$ cat src/rtl/dac_pkg.sv
// Shared DAC constants and sampling state type, reused by the SoC top and DAC wrapper.
package dac_pkg;

  localparam int unsigned DATA_W = 10;
  localparam int unsigned DIV_W  = 8;

  localparam logic [DATA_W-1:0] MID_CODE = DATA_W'(512);

  typedef enum logic {
    IDLE,
    RUN
  } state_e;

endpackage

$ cat src/rtl/sample_tick_gen.sv
// Sample-rate divider: one tick every div_value+1 cycles while run is high.
module sample_tick_gen
  import dac_pkg::*;
(
  input  logic             CLK,
  input  logic             reset,
  input  logic             run,
  input  logic [DIV_W-1:0] div_value,
  output logic             tick
);

  logic [DIV_W-1:0] count_q, count_d;
  logic             wrap;

  // ">=" rather than "==" so lowering div_value below the count wraps next cycle.
  always_comb begin
    wrap    = (count_q >= div_value);
    tick    = run & wrap;
    count_d = count_q + DIV_W'(1);
    if (!run || wrap) begin
      count_d = '0;
    end
  end

  always_ff @(posedge CLK or negedge reset) begin
    if (!reset) begin
      count_q <= '0;
    end else begin
      count_q <= count_d;
    end
  end

endmodule

$ cat src/rtl/dac_sample_arbiter.sv
// Round-robin arbiter sharing the DAC code register between the core and a test source.
module dac_sample_arbiter
  import dac_pkg::*;
(
  input  logic              CLK,
  input  logic              reset,
  input  logic              enable,
  input  logic [DIV_W-1:0]  div_value,
  input  logic              req0_valid,
  input  logic [DATA_W-1:0] req0_data,
  output logic              req0_ready,
  input  logic              req1_valid,
  input  logic [DATA_W-1:0] req1_data,
  output logic              req1_ready,
  output logic [DATA_W-1:0] dac_code,
  output logic              sample_strobe,
  output logic              last_grant,
  output logic              underrun,
  input  logic              underrun_clr
);

  state_e            state_q, state_d;
  logic [DATA_W-1:0] dac_code_q, dac_code_d;
  logic              strobe_q, strobe_d;
  logic              last_grant_q, last_grant_d;
  logic              underrun_q, underrun_d;

  logic run;
  logic tick;
  logic any_valid;
  logic grant;
  logic fire;

  // Gating with enable as well as the state keeps a tick that coincides with
  // enable falling from granting anything.
  assign run = (state_q == RUN) & enable;

  sample_tick_gen u_tick_gen (
    .CLK       (CLK),
    .reset     (reset),
    .run       (run),
    .div_value (div_value),
    .tick      (tick)
  );

  always_comb begin
    any_valid = req0_valid | req1_valid;
    grant     = 1'b0;
    if (req0_valid && req1_valid) begin
      grant = ~last_grant_q;
    end else if (req1_valid) begin
      grant = 1'b1;
    end
    fire       = tick & any_valid;
    req0_ready = fire & ~grant;
    req1_ready = fire & grant;

    state_d      = enable ? RUN : IDLE;
    dac_code_d   = dac_code_q;
    strobe_d     = 1'b0;
    last_grant_d = last_grant_q;
    if (fire) begin
      dac_code_d   = grant ? req1_data : req0_data;
      strobe_d     = 1'b1;
      last_grant_d = grant;
    end

    // Set is applied after clear so a coincident underrun wins.
    underrun_d = underrun_q;
    if (underrun_clr) begin
      underrun_d = 1'b0;
    end
    if (tick && !any_valid) begin
      underrun_d = 1'b1;
    end
  end

  always_ff @(posedge CLK or negedge reset) begin
    if (!reset) begin
      state_q      <= IDLE;
      dac_code_q   <= MID_CODE;
      strobe_q     <= 1'b0;
      last_grant_q <= 1'b1;
      underrun_q   <= 1'b0;
    end else begin
      state_q      <= state_d;
      dac_code_q   <= dac_code_d;
      strobe_q     <= strobe_d;
      last_grant_q <= last_grant_d;
      underrun_q   <= underrun_d;
    end
  end

  assign dac_code      = dac_code_q;
  assign sample_strobe = strobe_q;
  assign last_grant    = last_grant_q;
  assign underrun      = underrun_q;

endmodule

$ cat config.mk
export PLATFORM = sky130hd
export DESIGN_NAME = dac_sample_arbiter
export DESIGN_NICKNAME = d
export VERILOG_FILES = /design/src/rtl/dac_pkg.sv /design/src/rtl/sample_tick_gen.sv /design/src/rtl/dac_sample_arbiter.sv
export SDC_FILE = /design/constraint.sdc
export NUM_CORES = 1
export LEC_CHECK = 0
export CAP_MARGIN = 0
export CORE_UTILIZATION = 41
export CTS_BUF_LIST = sky130_fd_sc_hd__clkbuf_8
export DETAILED_ROUTE_END_ITERATION = 10
export PLACE_DENSITY_LB_ADDON = 0.12
export SLEW_MARGIN = 30
export SYNTH_ARGS = -nofsm -noshare
export SYNTH_HDL_FRONTEND = slang
export SYNTH_SLANG_ARGS = --single-unit
$ cat constraint.sdc
create_clock -name CLK -period 1.85 [get_ports CLK]
set_input_delay 0.185 -clock CLK [delete_from_list [all_inputs] [get_ports CLK]]
set_output_delay 0.185 -clock CLK [all_outputs]
set_load 0.02 [all_outputs]
==> qor.csv, run 1 <==
metric;value;unit
cp_top_family;compound AO/OA/AOI/OAI gates;
initial_utilization;44.4;%
worst_ep_arrival_time;2210;ps
hold_class;input pin to async pin;
synth-xor-area-share;4.15;%
rsz0062_at_grt;true;
cts-buffers-inserted;3;
failed_checks;design-rule violations, negative setup slack;
cts_tree;yes;
tightest_slew;325;ps
post-route-drc-count;1;
first_pass_iters;7;
die_y;57.6;um
clockBufferDepth;2;
fin_hold_ws;258;ps
crit_required;2000;ps
dp_hpwl;2140;um
synth_compound_gate_area_share;8.29;%
die_x;57.6;um
max-cap-violations;0;
grt_usage;19.5;%
design.die.area;3320;sq um
synth_area_leaders;dfrtp_1 (39%), mux2_4 (11%), mux2_2 (9.8%);
synth_edf_count;0;
synth_top_family_by_area;multiplexers;
synth_flop_cell;dfrtp_1;
syn_nets;149;
routed_wl;2980;um
gp_congestion;0.767;
grt_pass1_vias;1202;
cp-start-kind;flip-flop;
path_cells;ha_1, o21a_1, nor2_2, o31a_2, buf_6, nor2_4, buf_12, mux2_4;
clk_pin_slew_worst_paths;80;ps
path_buf_inv;2;
diodes;0;
seq_area;553;sq um
yosys.area_share.simple;10.5;%
status;finished, violations left;
htreeDepth;1;
power_density;556;nW/um^2
cts_sinks;22;
ff2ff_path_depth;8;
clkLatencyLatePin;270;ps
min_period;2050;ps
fin_ws;-204;ps
relSlewSlack;78.2;%
synthArstFlopShare;100;%
synth_area;1270;sq um
antenna_found_initial;0;
end_kind;flip-flop;
slew_viol_final;0;
ctsHoldBuffers;0;
grt_pass1_wl;4960;um
synth_fa_ha_area_share;8.88;%
drive_gt1_share;39.0;%
cp_slowest_cell;dfrtp_1;
port_buffers;48;
synth_seq_cells;22;
drtIter0Drc;24;
slowest_delay;390;ps
wire_per_inst;14.3;um
root_buffer;clkbuf_8;
globalRouteOverflowTotal;0;
grt_max_degree;23;
yosysWarnings;0;
ant_nets;0;
crit_type;flip-flop to flip-flop;
vias;1043;
rows;19;
synthMuxAreaShare;20.4;%
area_growth;66.5;%
finalSetupViolations;14;
nNetsFinal;221;
vias_per_cell;5.01;
final_hold_viol_count;0;
ys_seq_area_share;43.6;%
finClkSkew;5.73;ps
p_leak;0.958;nW
syn_inst;106;
max_freq;487;MHz
fill_cells;212;
ios;49;
syn-mean-instance-area;12.0;sq um
path_depth;8;
ir_worst_vdd;397;uV
synth.distinct_cells;30;
yosysTopAreaCellShare;39.5;%
multi_input_area;752;sq um
coreArea;2850;sq um
cp_max_fo;10;
synth_top_area_cell;dfrtp_1;
post-route-util;74.0;%
period_share;111;%
==> worst register-to-register path: stages, from the launching register on <==
cell     delay, ps
dfrtp_1        390
ha_1           280
o21a_1         140
nor2_2          50
o31a_2         370
buf_6          130
nor2_4         120
buf_12         160
mux2_4         310
==> Yosys cell counts, drive strengths merged, types with 2 or more instances <==
library cell   n
a21oi          2
and3           2
dfrtp         20
dfstp          2
ha             9
inv           10
mux2          20
nand2          3
nand3          5
nor2          10
o21a           2
xnor2          2
xor2           4
==> metal layers <==
layer	part of all wire, %	up-vias	routed length, um	track usage (%)
met2	51	39	1530	34.6
li1	-	507	-	-
met3	5.5	5	163	3.40
met5	0	-	0	0
met4	1.3	0	40	7.67
met1	42	492	1240	23.4
==> power by group <==
part           internal, mW  switching, mW
Combinational         0.136         0.0801
Sequential            0.495        0.00933
Clock                 0.289          0.164
==> placed cells by master (no fill, tap or decap), types with 4 or more instances in the layout <==
cell             count
nor2_2               8
clkdlybuf4s50_1     41
nand3_1              4
inv_1               10
buf_4               19
mux2_2              10
xor2_1               4
ha_1                 7
dfrtp_1             20
mux2_4              10
==> path summary, 6_finish.rpt <==
| path | endpoint | from | slack [ps] |
|---|---|---|---|
| hold / removal | dac_code[8] | reset | 260 |
| setup / recovery | dac_code[2] | u_tick_gen.count_q[3] | -200 |
| max in group asynchronous | dac_code[9] | reset | 1310 |
| min in group CLK | underrun | underrun_clr | 460 |
| hold reg to reg | dac_code[4] | dac_code[4] | 520 |
| setup reg to reg | dac_code[2] | u_tick_gen.count_q[3] | -200 |
==> registers in the layout, indices dropped and copies added (netlist names) <==
name,cells
last_grant,1
underrun,1
dac_code,10
state_q,1
u_tick_gen.count_q,8
sample_strobe,1
==> timing repair <==
item | in CTS | in global routing
pin swaps | 3 | 13
setup endpoints to repair | 20 | 22
resized for setup | 19 | 18
setup buffers | 2 | 2
==> metrics by stage <==
stage | total power [mW] | setup TNS [ps] | std cells | setup WS (ps) | cell area, sq um
after floorplan | 0.595 | -465 | 106 | -54.3 | 1270
after global placement | 0.712 | -9480 | 201 | -653 | 1920
after detailed placement | 0.719 | -10420 | 201 | -728 | 1920
after CTS | 1.17 | -3060 | 207 | -219 | 2030
after global routing | 1.21 | -3940 | 208 | -296 | 2110
final | 1.17 | -2200 | 208 | -204 | 2110
==> area by class of cell <==
cell class | instances | area share, %
Inverter | 10 | 1.78
Multi-Input combinational cell | 72 | 35.6
Clock buffer | 3 | 1.96
Timing Repair Buffer | 69 | 31.2
Tap cell | 31 | 1.84
Clock inverter | 1 | 1.42
Sequential cell | 22 | 26.2
==> cells by family (layout without fill, tap and decap cells) <==
logic type,Yosys count,after routing
AND/OR/NAND/NOR,26,26
flip-flops,22,22
multiplexers,20,20
buffers and inverters,12,83
AO/OA/AOI/OAI,11,11
adder cells (fa/ha/maj),9,9
XOR/XNOR,6,6
Power figures use the tool's default switching activity.
==> run 2: changes to the inputs <==
--- a/config.mk
+++ b/config.mk
@@ -6,7 +6,7 @@
 export NUM_CORES = 1
 export LEC_CHECK = 0
 export CAP_MARGIN = 0
-export CORE_UTILIZATION = 41
+export CORE_UTILIZATION = 44
 export CTS_BUF_LIST = sky130_fd_sc_hd__clkbuf_8
 export DETAILED_ROUTE_END_ITERATION = 10
 export PLACE_DENSITY_LB_ADDON = 0.12
==> constraint.sdc (replaced) <==
create_clock -name CLK -period 2.05 [get_ports CLK]
set_input_delay 0.205 -clock CLK [delete_from_list [all_inputs] [get_ports CLK]]
set_output_delay 0.205 -clock CLK [all_outputs]
set_load 0.02 [all_outputs]
==> run 2 against run 1 <==
The flow finishes with violations (negative setup slack). First-iteration DRC count decreased by 50%. Register-to-register slack improved by 110 ps. Global-route usage increased by 0.92 points. Combinational power decreased by 11%. Sequential power decreased by 9.7%. Maximum frequency decreased by 4.2%. Clock skew decreased by 1.8 ps. Die area decreased by 6.6%. Critical path type unchanged. Highest routed layer unchanged.
==> qor.csv, run 2 (synthesis results as in run 1) <==
metric;value;unit
cts-buffers-inserted;3;
grt_max_degree;23;
clkLatencyLatePin;260;ps
rsz0062_at_grt;true;
dp_hpwl;2180;um
die_y;55.7;um
antenna_found_initial;0;
drive_gt1_share;34.9;%
rows;19;
post-route-drc-count;0;
area_growth;61.2;%
coreArea;2730;sq um
routed_wl;3030;um
first_pass_iters;4;
power_density;447;nW/um^2
vias;1023;
port_buffers;48;
diodes;0;
layout_commonest_cell;clkdlybuf4s50_1;
finClkSkew;3.92;ps
finalSetupViolations;11;
globalRouteOverflowTotal;0;
cts_tree;yes;
cts_sinks;22;
initial_utilization;46.4;%
clockBufferDepth;2;
ios;49;
place_inst;198;
largest_reg_flops;10;
crit_type;flip-flop to flip-flop;
vias_per_cell;5.04;
post-route-util;74.7;%
gp_congestion;0.786;
design.die.area;3100;sq um
ir_worst_vdd;425;uV
grt_pass1_vias;1193;
crit_required;2200;ps
final_hold_viol_count;0;
cp_max_fo;5;
die_x;55.7;um
nNetsFinal;217;
grt_usage;20.4;%
final_cell_mix;clkdlybuf4s50_1 (43), dfrtp_1 (20), buf_4 (15);
worst_ep_arrival_time;2290;ps
wire_per_inst;14.9;um
p_leak;0.930;nW
ant_nets;0;
fin_ws;-92.9;ps
min_period;2140;ps
ctsHoldBuffers;0;
tightest_slew;324;ps
failed_checks;negative setup slack;
end_kind;flip-flop;
root_buffer;clkbuf_8;
relSlewSlack;78.3;%
slew_viol_final;0;
final.setup.tns;-793;ps
max_freq;467;MHz
cp-start-kind;flip-flop;
htreeDepth;1;
period_share;105;%
drtIter0Drc;12;
status;finished, violations left;
max-cap-violations;0;
clk_pin_slew_worst_paths;80;ps
stdcell_count;203;
grt_pass1_wl;4890;um
hold_class;input pin to async pin;
-- run 2: changes by cell type in the layout (fill, tap and decap cells not counted), moves of 2 or more --
cell / previous run / this run
nor2_1: 1 / 9
buf_6: 3 / 1
inv_2: 0 / 4
ha_4: 2 / 4
dlygate4sd2_1: 3 / 0
nor2_2: 8 / 0
clkdlybuf4s50_1: 41 / 43
ha_1: 7 / 5
inv_1: 10 / 6
buf_4: 19 / 15
-- run 2: stage by stage --
stage	total power [mW]	instance area [sq um]	hold WS [ps]	worst slack, ps
2_1_floorplan	0.537	1270	-90.6	73.2
6_report	0.914	2040	287	-92.9
4_1_cts	0.912	1950	292	-82.4
3_3_place_gp	0.639	1900	492	-504
5_1_grt	0.949	2040	302	-164
3_5_place_dp	0.645	1900	491	-529
-- run 2: layout make-up --
type	instances	area, sq um
tap	31	38.8
inverter	10	37.5
multi-input combinational	72	731
fill	192	691
timing repair buffer	65	642
sequential	22	553
clock buffer	3	41.3
-- run 2: routing by layer --
layer	GRT usage (%)	vias to the layer above	routed length [um]
met1	23.3	490	1250
met2	36.0	30	1590
met3	3.95	4	136
li1	-	499	-
met5	0	-	0
met4	10.7	0	55
-- run 2: worst paths after layout --
| path | startpoint | end | slack, ps | depth (start not counted) |
|---|---|---|---|---|
| setup / recovery | u_tick_gen.count_q[0] | dac_code[4] | -90 | 9 |
| hold / removal | reset | u_tick_gen.count_q[2] | 290 | 2 |
| setup reg to reg | u_tick_gen.count_q[0] | dac_code[4] | -90 | 9 |
| hold reg to reg | dac_code[7] | dac_code[7] | 510 | 1 |
| max in group asynchronous | reset | dac_code[9] | 1480 | 2 |
| min in group CLK | underrun_clr | underrun | 490 | 2 |
-- run 2: power by group --
part	total [mW]	switching (mW)	internal, mW
Combinational	0.192	0.0698	0.123
Sequential	0.455	0.00830	0.446
Clock	0.267	0.136	0.131
-- run 2: timing repair --
item                                    in CTS  in global routing
buffers inserted                             0                  1
cloned                                       0                  1
endpoints found under the setup margin      12                 20
pin swaps                                    4                  8
resized for setup                           12                 14
-- run 2: critical path, stage by stage, from the launching register on --
cell and delay, ps:
dfrtp_1 410, inv_2 80, ha_4 190, nand2b_4 140, a2111oi_4 380, o31a_2 220, buf_6 110, nor2_4 50
clkbuf_16 170, mux2_4 290
==> run 3: changes to the inputs <==
==> constraint.sdc (replaced) <==
create_clock -name CLK -period 2.16 [get_ports CLK]
set_input_delay 0.216 -clock CLK [delete_from_list [all_inputs] [get_ports CLK]]
set_output_delay 0.216 -clock CLK [all_outputs]
set_load 0.02 [all_outputs]
==> run 3 against run 2 <==
The flow still finishes with violations (negative setup slack). First-iteration DRC count fell by 17%. Die area did not move. Global-route usage fell by 0.099 points. Routed wire length fell by 0.82%. Clock power fell by 6%. Sequential share of layout area rose by 0.40 points. Sequential power fell by 5.1%. Critical endpoint unchanged.
==> qor.csv, run 3 (synthesis results as in run 1) <==
metric;value;unit
finalSetupViolations;9;
finClkSkew;1.89;ps
gp_congestion;0.786;
diodes;0;
nNetsFinal;218;
area_growth;58.8;%
coreArea;2730;sq um
htreeDepth;1;
relSlewSlack;76.5;%
rows;19;
largest_reg_flops;10;
clockBufferDepth;2;
fin_ws;-29.2;ps
failed_checks;negative setup slack;
path_buf_inv;3;
tightest_slew;353;ps
fill_cells;193;
final_cell_mix;clkdlybuf4s50_1 (45), dfrtp_1 (20), buf_4 (16);
layout_commonest_cell;clkdlybuf4s50_1;
fin_total_pwr;863;uW
dp_hpwl;2180;um
wire_per_inst;14.7;um
vias;1022;
grt_usage;20.3;%
ios;49;
hold_class;input pin to async pin;
drive_gt1_share;31.8;%
antenna_found_initial;0;
period_share;101;%
clkLatencyLatePin;260;ps
ant_nets;0;
die_x;55.7;um
port_buffers;48;
ir_worst_vdd;400;uV
power_density;429;nW/um^2
postLayoutCellArea;2010;sq um
die_y;55.7;um
cp_max_fo;5;
worst_ep_arrival_time;2340;ps
max-cap-violations;0;
min_period;2190;ps
cp_top_family;compound AO/OA/AOI/OAI gates;
crit_required;2310;ps
place_area;1900;sq um
grt_pass1_wl;4860;um
initial_utilization;46.4;%
clk_pin_slew_worst_paths;70;ps
status;finished, violations left;
p_leak;0.920;nW
cts_tree;yes;
slowest_delay;420;ps
globalRouteOverflowTotal;0;
routed_wl;3010;um
max_freq;457;MHz
rsz0062_at_grt;true;
cp-start-kind;flip-flop;
drtIter0Drc;10;
design.die.area;3100;sq um
final_hold_viol_count;0;
path_cells;inv_2, ha_4, nand2b_4, a2111oi_4, o31a_2, buf_6, nor2_4, clkbuf_16, mux2_4;
first_pass_iters;3;
post-route-drc-count;0;
crit_type;flip-flop to flip-flop;
cts_sinks;22;
grt_pass1_vias;1181;
grt_max_degree;23;
vias_per_cell;5.01;
final.setup.tns;-120;ps
cts-buffers-inserted;3;
end_kind;flip-flop;
root_buffer;clkbuf_8;
cp_slowest_cell;a2111oi_4;
slew_viol_final;0;
==> run 3: final cells by class <==
type	count	area, sq um	share of cell area (%)
Multi-Input combinational cell	72	698	34.7
Tap cell	31	38.8	1.93
Clock buffer	3	41.3	2.05
Inverter	10	37.5	1.86
Sequential cell	22	553	27.5
Timing Repair Buffer	66	644	32.0
==> run 3: worst paths after layout <==
path	start	end	slack, ps	depth (start not counted)
worst max-delay path	u_tick_gen.count_q[0]	dac_code[4]	-30	9
worst min-delay path	reset	u_tick_gen.count_q[7]	300	2
worst max register to register	u_tick_gen.count_q[0]	dac_code[4]	-30	9
worst min register to register	dac_code[7]	dac_code[7]	510	1
max in group asynchronous	reset	last_grant	1580	2
min in group CLK	underrun_clr	underrun	510	2
==> run 3: what timing repair did <==
action / CTS / global route
endpoints found under the setup margin: 10 / 11
resized for setup: 12 / 6
gates cloned: 0 / 1
pin swaps: 3 / 5
hold buffers: 0 / 0
buffers inserted: 1 / 1
==> run 3: metrics by stage <==
| step | std cells | setup WS, ps | hold slack [ps] | util (%) |
|---|---|---|---|---|
| detailed placement | 198 | -441 | 491 | 69.4 |
| CTS | 202 | -11.4 | 303 | 71.3 |
| global route | 204 | -104 | 313 | 73.6 |
| floorplan | 106 | 183 | -79.6 | - |
| global placement | 198 | -416 | 492 | 69.4 |
| finish | 204 | -29.2 | 296 | 73.6 |
==> run 3: power by group <==
group | total, mW | switching (mW) | internal [mW]
combinational | 0.181 | 0.0657 | 0.115
sequential | 0.432 | 0.00795 | 0.424
clock | 0.251 | 0.126 | 0.124
==> run 3: layer usage <==
layer | track usage [%] | up-vias | wire length, um
li1 | - | 500 | -
met2 | 35.5 | 31 | 1590
met3 | 3.95 | 6 | 135
met4 | 10.7 | 0 | 57
met5 | 0 | - | 0
met1 | 23.5 | 485 | 1230
